### src/rtl/demap_pkg.sv
// demap_pkg: constellation and arbiter-state types shared by the demapper arbiter.
package demap_pkg;
    typedef enum logic [3:0] {QPSK = 4'd0, PSK8 = 4'd1, QAM16 = 4'd2, QAM64 = 4'd3} constellation_e;
    localparam logic [3:0] CONST_MAX = QAM64;
    typedef enum logic [1:0] {IDLE, BUSY, DROP} arb_state_e;
    function automatic logic supported(input logic [3:0] c);
        return c <= CONST_MAX;
    endfunction
endpackage

### src/rtl/demap_arbiter_if.sv
// demap_arbiter_if: source, demapper and LLR-output streams around demap_arbiter.
interface demap_arbiter_if;
    logic [31:0] s0_data, s1_data, d_data, r_data, m_data;
    logic        s0_last, s1_last, s0_valid, s1_valid, s0_ready, s1_ready;
    logic [3:0]  s0_constellation, s1_constellation, d_constellation;
    logic [15:0] s0_scale, s1_scale, d_two_over_sigma_sq;
    logic        d_last, d_valid, d_ready, r_last, r_valid, r_ready;
    logic        m_last, m_valid, m_ready, m_chan;
    modport slave (
        input  s0_data, s1_data, s0_last, s1_last, s0_valid, s1_valid,
               s0_constellation, s1_constellation, s0_scale, s1_scale,
               d_ready, r_data, r_last, r_valid, m_ready,
        output s0_ready, s1_ready, d_data, d_last, d_valid, d_constellation,
               d_two_over_sigma_sq, r_ready, m_data, m_last, m_valid, m_chan
    );
    modport master (
        output s0_data, s1_data, s0_last, s1_last, s0_valid, s1_valid,
               s0_constellation, s1_constellation, s0_scale, s1_scale,
               d_ready, r_data, r_last, r_valid, m_ready,
        input  s0_ready, s1_ready, d_data, d_last, d_valid, d_constellation,
               d_two_over_sigma_sq, r_ready, m_data, m_last, m_valid, m_chan
    );
endinterface

### src/rtl/demap_tag_fifo.sv
// demap_tag_fifo: 1-bit grant-order tag FIFO; head is read from registered storage.
module demap_tag_fifo #(parameter int DEPTH = 4) (
    input  logic clk,
    input  logic rstf,
    input  logic push,
    input  logic pop,
    input  logic din,
    output logic head,
    output logic full,
    output logic empty
);
    localparam int AW = $clog2(DEPTH);
    logic [DEPTH-1:0] mem;
    logic [AW:0] wp, rp;
    always_ff @(posedge clk or negedge rstf)
        if (!rstf) begin
            mem <= '0;
            wp  <= '0;
            rp  <= '0;
        end else begin
            if (push) begin
                mem[wp[AW-1:0]] <= din;
                wp <= wp + 1'b1;
            end
            if (pop) rp <= rp + 1'b1;
        end
    assign empty = wp == rp;
    assign full  = (wp[AW] != rp[AW]) && (wp[AW-1:0] == rp[AW-1:0]);
    assign head  = mem[rp[AW-1:0]];
endmodule

### src/rtl/demap_arbiter.sv
// demap_arbiter: packet-granular round-robin sharing of one demapper between two sources.
// DEMAP_ARB_STATS_EN adds per-channel completed-packet and drop counters.
module demap_arbiter import demap_pkg::*; #(parameter int TAG_DEPTH = 4) (
    input  logic clk,
    input  logic rstf,
    demap_arbiter_if.slave bus,
    output logic err_orphan
`ifdef DEMAP_ARB_STATS_EN
    ,
    output logic [15:0] pkt_cnt0,
    output logic [15:0] pkt_cnt1,
    output logic [15:0] drop_cnt
`endif
);
    arb_state_e state, state_nx;
    logic grant, prio, gnt_ch, take, push, pop, full, empty, head;
    logic src_valid, src_last;
    logic [3:0] g_cons;
    assign gnt_ch    = (bus.s0_valid && bus.s1_valid) ? prio : bus.s1_valid;
    assign g_cons    = gnt_ch ? bus.s1_constellation : bus.s0_constellation;
    assign take      = state == IDLE && (bus.s0_valid || bus.s1_valid) && !full;
    assign push      = take && supported(g_cons);
    assign src_valid = grant ? bus.s1_valid : bus.s0_valid;
    assign src_last  = grant ? bus.s1_last : bus.s0_last;
    always_comb begin
        state_nx = state;
        case (state)
            IDLE:    if (take) state_nx = supported(g_cons) ? BUSY : DROP;
            BUSY:    if (src_valid && bus.d_ready && src_last) state_nx = IDLE;
            DROP:    if (src_valid && src_last) state_nx = IDLE;
            default: state_nx = IDLE;
        endcase
        bus.d_valid  = state == BUSY && src_valid;
        bus.d_last   = state == BUSY && src_last;
        bus.d_data   = state == BUSY ? (grant ? bus.s1_data : bus.s0_data) : '0;
        bus.s0_ready = !grant && (state == DROP || (state == BUSY && bus.d_ready));
        bus.s1_ready = grant && (state == DROP || (state == BUSY && bus.d_ready));
    end
    // constellation and scale move only on the IDLE grant so the final multiply sees them intact
    always_ff @(posedge clk or negedge rstf)
        if (!rstf) begin
            state                   <= IDLE;
            grant                   <= 1'b0;
            prio                    <= 1'b0;
            bus.d_constellation     <= '0;
            bus.d_two_over_sigma_sq <= '0;
            err_orphan              <= 1'b0;
        end else begin
            state      <= state_nx;
            err_orphan <= err_orphan || (bus.r_valid && empty);
            if (take) begin
                grant                   <= gnt_ch;
                prio                    <= !gnt_ch;
                bus.d_constellation     <= g_cons;
                bus.d_two_over_sigma_sq <= gnt_ch ? bus.s1_scale : bus.s0_scale;
            end
        end
    assign pop         = bus.r_valid && bus.m_ready && bus.r_last && !empty;
    assign bus.m_data  = bus.r_data;
    assign bus.m_last  = bus.r_last;
    assign bus.m_valid = bus.r_valid;
    assign bus.r_ready = bus.m_ready;
    assign bus.m_chan  = empty ? 1'b0 : head;
    demap_tag_fifo #(.DEPTH(TAG_DEPTH)) u_tags (
        .clk(clk), .rstf(rstf), .push(push), .pop(pop), .din(gnt_ch),
        .head(head), .full(full), .empty(empty)
    );
`ifdef DEMAP_ARB_STATS_EN
    always_ff @(posedge clk or negedge rstf)
        if (!rstf) begin
            pkt_cnt0 <= '0;
            pkt_cnt1 <= '0;
            drop_cnt <= '0;
        end else begin
            if (pop && !head) pkt_cnt0 <= pkt_cnt0 + 1'b1;
            if (pop && head) pkt_cnt1 <= pkt_cnt1 + 1'b1;
            if (take && !supported(g_cons)) drop_cnt <= drop_cnt + 1'b1;
        end
`endif
endmodule
### src/flat_wrapper.sv
// flat-port wrapper written by rule: the top's interface ports become plain ports
module demap_arbiter_flat import demap_pkg::*;
#(parameter int TAG_DEPTH = 4)
  (clk, rstf, err_orphan, bus_s0_data, bus_s1_data, bus_s0_last, bus_s1_last, bus_s0_valid, bus_s1_valid, bus_s0_constellation, bus_s1_constellation, bus_s0_scale, bus_s1_scale, bus_d_ready, bus_r_data, bus_r_last, bus_r_valid, bus_m_ready, bus_s0_ready, bus_s1_ready, bus_d_data, bus_d_last, bus_d_valid, bus_d_constellation, bus_d_two_over_sigma_sq, bus_r_ready, bus_m_data, bus_m_last, bus_m_valid, bus_m_chan);
  demap_arbiter_if bus_i ();
  input  logic clk;
  input  logic rstf;
  output logic err_orphan;
  input wire logic [$bits(bus_i.s0_data)-1:0] bus_s0_data;
  input wire logic [$bits(bus_i.s1_data)-1:0] bus_s1_data;
  input wire logic [$bits(bus_i.s0_last)-1:0] bus_s0_last;
  input wire logic [$bits(bus_i.s1_last)-1:0] bus_s1_last;
  input wire logic [$bits(bus_i.s0_valid)-1:0] bus_s0_valid;
  input wire logic [$bits(bus_i.s1_valid)-1:0] bus_s1_valid;
  input wire logic [$bits(bus_i.s0_constellation)-1:0] bus_s0_constellation;
  input wire logic [$bits(bus_i.s1_constellation)-1:0] bus_s1_constellation;
  input wire logic [$bits(bus_i.s0_scale)-1:0] bus_s0_scale;
  input wire logic [$bits(bus_i.s1_scale)-1:0] bus_s1_scale;
  input wire logic [$bits(bus_i.d_ready)-1:0] bus_d_ready;
  input wire logic [$bits(bus_i.r_data)-1:0] bus_r_data;
  input wire logic [$bits(bus_i.r_last)-1:0] bus_r_last;
  input wire logic [$bits(bus_i.r_valid)-1:0] bus_r_valid;
  input wire logic [$bits(bus_i.m_ready)-1:0] bus_m_ready;
  output wire logic [$bits(bus_i.s0_ready)-1:0] bus_s0_ready;
  output wire logic [$bits(bus_i.s1_ready)-1:0] bus_s1_ready;
  output wire logic [$bits(bus_i.d_data)-1:0] bus_d_data;
  output wire logic [$bits(bus_i.d_last)-1:0] bus_d_last;
  output wire logic [$bits(bus_i.d_valid)-1:0] bus_d_valid;
  output wire logic [$bits(bus_i.d_constellation)-1:0] bus_d_constellation;
  output wire logic [$bits(bus_i.d_two_over_sigma_sq)-1:0] bus_d_two_over_sigma_sq;
  output wire logic [$bits(bus_i.r_ready)-1:0] bus_r_ready;
  output wire logic [$bits(bus_i.m_data)-1:0] bus_m_data;
  output wire logic [$bits(bus_i.m_last)-1:0] bus_m_last;
  output wire logic [$bits(bus_i.m_valid)-1:0] bus_m_valid;
  output wire logic [$bits(bus_i.m_chan)-1:0] bus_m_chan;
  assign bus_i.s0_data = bus_s0_data;
  assign bus_i.s1_data = bus_s1_data;
  assign bus_i.s0_last = bus_s0_last;
  assign bus_i.s1_last = bus_s1_last;
  assign bus_i.s0_valid = bus_s0_valid;
  assign bus_i.s1_valid = bus_s1_valid;
  assign bus_i.s0_constellation = bus_s0_constellation;
  assign bus_i.s1_constellation = bus_s1_constellation;
  assign bus_i.s0_scale = bus_s0_scale;
  assign bus_i.s1_scale = bus_s1_scale;
  assign bus_i.d_ready = bus_d_ready;
  assign bus_i.r_data = bus_r_data;
  assign bus_i.r_last = bus_r_last;
  assign bus_i.r_valid = bus_r_valid;
  assign bus_i.m_ready = bus_m_ready;
  assign bus_s0_ready = bus_i.s0_ready;
  assign bus_s1_ready = bus_i.s1_ready;
  assign bus_d_data = bus_i.d_data;
  assign bus_d_last = bus_i.d_last;
  assign bus_d_valid = bus_i.d_valid;
  assign bus_d_constellation = bus_i.d_constellation;
  assign bus_d_two_over_sigma_sq = bus_i.d_two_over_sigma_sq;
  assign bus_r_ready = bus_i.r_ready;
  assign bus_m_data = bus_i.m_data;
  assign bus_m_last = bus_i.m_last;
  assign bus_m_valid = bus_i.m_valid;
  assign bus_m_chan = bus_i.m_chan;
  demap_arbiter #(.TAG_DEPTH(TAG_DEPTH)) u_core (.clk(clk), .rstf(rstf), .bus(bus_i), .err_orphan(err_orphan));
endmodule
### config.mk
export PLATFORM = sky130hd
export DESIGN_NAME = demap_arbiter_flat
export DESIGN_NICKNAME = d
export VERILOG_FILES = /design/src/rtl/demap_pkg.sv /design/src/rtl/demap_arbiter_if.sv /design/src/rtl/demap_tag_fifo.sv /design/src/rtl/demap_arbiter.sv /design/src/flat_wrapper.sv
export SDC_FILE = /design/constraint.sdc
export NUM_CORES = 1
export LEC_CHECK = 0
export CORE_ASPECT_RATIO = 0.75
export CORE_MARGIN = 3
export CORE_UTILIZATION = 33
export DETAILED_ROUTE_END_ITERATION = 8
export PLACE_DENSITY = 0.9
export SYNTH_ARGS = -nofsm -noshare
export SYNTH_HDL_FRONTEND = slang
export SYNTH_SLANG_ARGS = --single-unit
export TNS_END_PERCENT = 10
### constraint.sdc
create_clock -name clk -period 3.1 [get_ports clk]
set_input_delay 0.465 -clock clk [delete_from_list [all_inputs] [get_ports clk]]
set_output_delay 0.465 -clock clk [all_outputs]
set_load 0.02 [all_outputs]
==> impl_metrics.json, run 1 <==
{
  "worst_slew_margin_rel": 0.475,
  "diodes": 0,
  "ios": 239,
  "clock_latency_ps": 280,
  "post-place-ws_ps": 712,
  "grt_use_met1": 0.233,
  "status": "finished, final reports clean",
  "clk_pin_slew_ps": 80,
  "drc": 0,
  "routed_wl_um": 8340,
  "avgSynthCellArea_um2": 9.15,
  "place_hpwl_um": 6850,
  "synth_cells": 278,
  "tritoncts": "done",
  "hp-class": "in2async",
  "synth_xor_area_frac": 0.0275,
  "synth_flop_cell": "dfrtp_1",
  "die_y_um": 82.0,
  "start_util": 0.344,
  "holdWs_ps": 261,
  "async_reset_ff_frac": 1.00,
  "power_frac_seq": 0.256,
  "hold_viol": 0,
  "synth_simple_gate_area_frac": 0.117,
  "grt_usage": 0.181,
  "postCtsSetupRepairBufs": 0,
  "ant_nets": 0,
  "fmax_ghz": 0.410,
  "grt_setup_unrepaired": "false",
  "p_int_mw": 1.88,
  "grt_pass1_vias": 2494,
  "clock_skew_ps": 12.3,
  "ys_seq_area_frac": 0.344,
  "worst_slew_pin_slew_ps": 787,
  "end_kind": "primary output",
  "grt_max_degree": 44,
  "fin_nets": 564,
  "power_density_mw_per_mm2": 781,
  "io_buffers": 174,
  "startpoint_type": "flip-flop",
  "synth-edff-count": 0,
  "place_congestion": 0.770,
  "synth_top_family_by_area": "multiplexers",
  "gr-max-usage-layer": "met2",
  "rows": 27,
  "yosysTopAreaCellShare": 0.344,
  "final.min_clock_period_ps": 2440,
  "area_delta_synth_final_pct": 65.4,
  "p_leak_nw": 1.82,
  "netlist-cell-type-count": 31,
  "pwr-share-comb": 0.641,
  "cts-hold-fix-buffers": 0,
  "peakVddDrop_mv": 0.373,
  "clockPowerShare": 0.102,
  "drv_cap": 0,
  "yosys-top-cells-count": "mux2i_1, nor2_1, buf_4, dfrtp_1, nand2_1",
  "synth_compound_area_frac": 0.0930,
  "yosysWarnings": 0,
  "layout_setup_ws_ps": 661,
  "syn_area_mm2": 0.00254,
  "drtPass1Iterations": 4,
  "cp.required_ps": 2630,
  "synth_nets": 429,
  "p_total_mw": 3.29,
  "drive_above_1_share": 0.0484,
  "wl_per_cell_um": 16.2,
  "overflow": 0,
  "chipWidth_um": 107,
  "path_class": "reg2out",
  "worstPathMaxFanout": 4,
  "swShare": 0.427,
  "r2r_start": "u_core.u_tags.wp[0]",
  "switchingPower_mw": 1.40,
  "clk_path_buf_depth": 2,
  "critPathArrivalTime_ps": 1970,
  "ys_ff_latch": 35,
  "yosysMostFrequentCell": "mux2i_1",
  "fin_setup_tns_ps": 0,
  "cts_resized": 0,
  "use_met2": 0.292,
  "core_mm2": 0.00740,
  "htree_levels": 2,
  "final_max_slew_viol_count": 0,
  "detailedRoute.firstIterationViolations": 74,
  "timing.final.crit_share": 0.787,
  "cts_inserted_buffers": 5,
  "synthTopCellsByArea": "dfrtp_1, mux2i_1, buf_4",
  "setup_viol": 0,
  "grt_pass1_wl_um": 12600,
  "grtUsageMet3": 0.0707,
  "avgViaCountPerCell": 4.69,
  "cts.sinks": 35,
  "antenna_found_initial": 0,
  "synth.area.mux_share": 0.247,
  "synthAdderAreaFrac": 0.0246,
  "die-area_mm2": 0.00881,
  "synth_area_leader_cell": "dfrtp_1",
  "worstSetupStartpoint": "u_core.u_tags.rp[0]",
  "root_buffer": "clkbuf_8",
  "num_vias": 2413
}
-- final timing paths --
path	end	depth (start not counted)	slack, ps
worst max register to register	u_core.grant	5	1250
worst max-delay path	bus_m_chan	3	660
worst min-delay path	u_core.u_tags.rp[0]	1	260
worst min register to register	u_core.err_orphan	1	460
min in group clk	u_core.err_orphan	1	460
max in group asynchronous	u_core.grant	1	2280
-- state kept, by name (all words and copies together), names as in the netlist --
| signal | cells |
|---|---|
| u_core.bus.d_two_over_sigma_sq | 16 |
| u_core.u_tags.wp | 3 |
| u_core.u_tags.rp | 3 |
| u_core.u_tags.mem | 4 |
| u_core.state | 2 |
| u_core.bus.d_constellation | 4 |
| u_core.err_orphan | 1 |
| u_core.grant | 1 |
| u_core.prio | 1 |
-- layout make-up --
type	instances	area, um^2
Fill cell	647	3190
Timing Repair Buffer	179	1790
Multi-Input combinational cell	183	1290
Sequential cell	35	877
Tap cell	101	126
Clock buffer	6	82.6
Inverter	9	33.8
Clock inverter	1	5.00
-- cells by family (layout without fill, tap and decap cells) --
family | Yosys count | in the layout
muxes | 61 | 61
DFF | 35 | 35
AOI/OAI and AO/OA | 36 | 36
buffers and inverters | 60 | 195
xor gates and xnor gates | 8 | 8
adders and majority gates | 5 | 5
and+or+nand+nor | 73 | 73
-- power by group through the flow --
stage | Sequential [mW] | Combinational, mW | Clock, mW
after floorplan | 0.977 | 1.19 | 0
after global placement | 0.842 | 2.08 | 0
after detailed placement | 0.851 | 2.13 | 0
after CTS | 0.845 | 2.14 | 0.341
after global routing | 0.879 | 2.30 | 0.362
final | 0.842 | 2.11 | 0.335
-- cell usage in the layout, fill, tap and decap left out, types with 2 or more instances in the layout --
master,n
clkdlybuf4s50_1,173
ha_1,5
inv_1,9
nor2b_1,3
nand2b_1,2
o211ai_1,4
xor2_1,2
dfrtp_1,34
a21oi_1,2
a21o_1,3
buf_4,4
nor2_1,39
o21ai_0,12
mux2i_1,58
o21ai_1,9
xnor2_1,6
nand3_1,2
clkbuf_8,6
nand2_1,24
and3_1,2
-- through the flow --
step	cells	utilization	instance area (um^2)
2_1_floorplan	278	-	2540
5_1_grt	514	0.569	4210
4_1_cts	514	0.569	4210
3_5_place_dp	507	0.557	4120
6_report	514	0.569	4210
3_3_place_gp	507	0.557	4120
-- metal layers --
layer | vias to the layer above | part of all wire | wire (um)
met5 | - | 0 | 0
met4 | 0 | 0.012 | 98
li1 | 1167 | - | -
met3 | 10 | 0.083 | 691
met2 | 104 | 0.49 | 4050
met1 | 1132 | 0.42 | 3500
-- critical path, cell delays in order (launching register included) --
cell	delay [ps]
dfrtp_1	440
mux4_1	580
nor2b_1	140
clkdlybuf4s50_1	530
No activity file was read; power rests on OpenSTA's default activity.
==> run 2, diff against run 1 <==
--- a/config.mk
+++ b/config.mk
@@ -7,9 +7,9 @@
 export LEC_CHECK = 0
 export CORE_ASPECT_RATIO = 0.75
 export CORE_MARGIN = 3
-export CORE_UTILIZATION = 33
+export CORE_UTILIZATION = 28
 export DETAILED_ROUTE_END_ITERATION = 8
-export PLACE_DENSITY = 0.9
+export PLACE_DENSITY = 0.81
 export SYNTH_ARGS = -nofsm -noshare
 export SYNTH_HDL_FRONTEND = slang
 export SYNTH_SLANG_ARGS = --single-unit
==> constraint.sdc (replaced) <==
create_clock -name clk -period 2.21 [get_ports clk]
set_input_delay 0.3315 -clock clk [delete_from_list [all_inputs] [get_ports clk]]
set_output_delay 0.3315 -clock clk [all_outputs]
set_load 0.02 [all_outputs]
==> impl_metrics.json, run 2 (synthesized netlist as in run 1, its figures left out) <==
{
  "place_hpwl_um": 6770,
  "overflow": 0,
  "routed-wl-met2_um": 4090,
  "timing.final.crit_share": 0.965,
  "r2r_setup_slack_ps": 470,
  "clock_latency_ps": 270,
  "num_vias": 2349,
  "io_buffers": 174,
  "top_register": "u_core.bus.d_two_over_sigma_sq",
  "avgViaCountPerCell": 4.47,
  "setup_viol": 0,
  "holdWs_ps": 465,
  "cp.required_ps": 1880,
  "drtPass1Iterations": 4,
  "fin_setup_tns_ps": 0,
  "root_buffer": "clkbuf_16",
  "top_layer": "met4",
  "hold_viol": 0,
  "die-area_mm2": 0.0103,
  "drc": 0,
  "detailedRoute.firstIterationViolations": 71,
  "start_util": 0.295,
  "wl_per_cell_um": 15.6,
  "routed_wl_um": 8200,
  "path_class": "reg2out",
  "grt_pass1_vias": 2369,
  "end_kind": "primary output",
  "drive_above_1_share": 0.0574,
  "clock_skew_ps": 5.31,
  "mostFrequentLayoutCells": "clkdlybuf4s50_1, mux2i_1, nor2_1",
  "place_congestion": 0.769,
  "ant_nets": 0,
  "rows": 29,
  "design_area_mm2": 0.00435,
  "power_density_mw_per_mm2": 1120,
  "drv_cap": 0,
  "hp-class": "in2async",
  "tritoncts": "done",
  "worstPathMaxFanout": 20,
  "route.met3.wl_um": 430,
  "peakVddDrop_mv": 0.558,
  "wl_met1_um": 3570,
  "htree_levels": 2,
  "ios": 239,
  "layout_commonest_cell": "clkdlybuf4s50_1",
  "worst_slew_margin_rel": 0.705,
  "fin_util": 0.504,
  "grt_max_degree": 37,
  "worst_slew_pin_slew_ps": 442,
  "final.min_clock_period_ps": 2130,
  "startpoint_type": "flip-flop",
  "area_delta_synth_final_pct": 71.0,
  "reg.largest.list": "u_core.bus.d_two_over_sigma_sq (16), u_core.bus.d_constellation (4), u_core.u_tags.mem (4)",
  "grt_setup_unrepaired": "false",
  "fmax_ghz": 0.469,
  "status": "finished, final reports clean",
  "cts.sinks": 35,
  "clk_pin_slew_ps": 60,
  "place_area_mm2": 0.00419,
  "grt_pass1_wl_um": 12300,
  "fin_nets": 568,
  "chipWidth_um": 116,
  "largest_reg_flops": 16,
  "antenna_found_initial": 0,
  "cts_inserted_buffers": 5,
  "critPathArrivalTime_ps": 1800,
  "grt_usage": 0.153,
  "p_leak_nw": 1.93,
  "final_max_slew_viol_count": 0,
  "clk_path_buf_depth": 2,
  "diodes": 0,
  "die_y_um": 88.5,
  "p_total_mw": 4.89,
  "core_mm2": 0.00864
}
==> run 2: cell types whose count changed in the layout (fill, tap and decap cells not counted), sizes merged <==
cell	before	now
buf	6	9
dlymetal6s2s	0	2
clkdlybuf4s50	173	169
clkbuf	6	7
dlygate4sd2	0	3
==> run 2: routing by layer <==
metal  global-route usage  vias up
li1                     -     1180
met1                0.202     1085
met2                0.249       70
met3               0.0403       14
met4               0.0432        0
met5                    0        -
==> run 2: repair_timing <==
action                                  in CTS  in global routing
resized for setup                            5                  3
setup buffers                                0                  0
hold endpoints to repair                     0                  0
hold buffers                                 0                  0
cloned                                       0                  0
endpoints found under the setup margin       6                  5
==> run 2: power breakdown <==
part	total, mW	internal [mW]	switching [mW]
Combinational	2.99	1.47	1.52
Sequential	1.21	0.964	0.242
Clock	0.697	0.450	0.247
==> run 2: layout make-up <==
class,instances,area [um^2]
sequential,35,878
clock buffer,7,143
tap,108,135
multi-input combinational,183,1290
clock inverter,1,8.76
fill,810,4290
timing repair buffer,183,1860
inverter,9,33.8
==> run 2: worst max-delay path, cell delays in order, from the launching register on <==
cell             delay, ps
dfrtp_2                470
buf_12                 190
mux2i_1                140
nor2_1                 100
clkdlybuf4s50_1        620
==> run 2: worst paths after layout <==
check                                                     to  cells past startpoint           startpoint
min reg2reg                                u_core.err_orphan                      1    u_core.err_orphan
max reg2reg                u_core.bus.d_two_over_sigma_sq[6]                      4  u_core.u_tags.rp[0]
min                        u_core.bus.d_two_over_sigma_sq[5]                      2                 rstf
max in group asynchronous                       u_core.grant                      2                 rstf
max                                           bus_d_data[30]                      4         u_core.grant
min in group clk                           u_core.err_orphan                      1    u_core.err_orphan
==> run 2: through the flow <==
stage | setup slack (ps) | std cells
CTS | 3.79 | 526
floorplan | 606 | 278
global placement | 150 | 518
finish | 77.3 | 526
detailed placement | 122 | 518
global route | 3.26 | 526
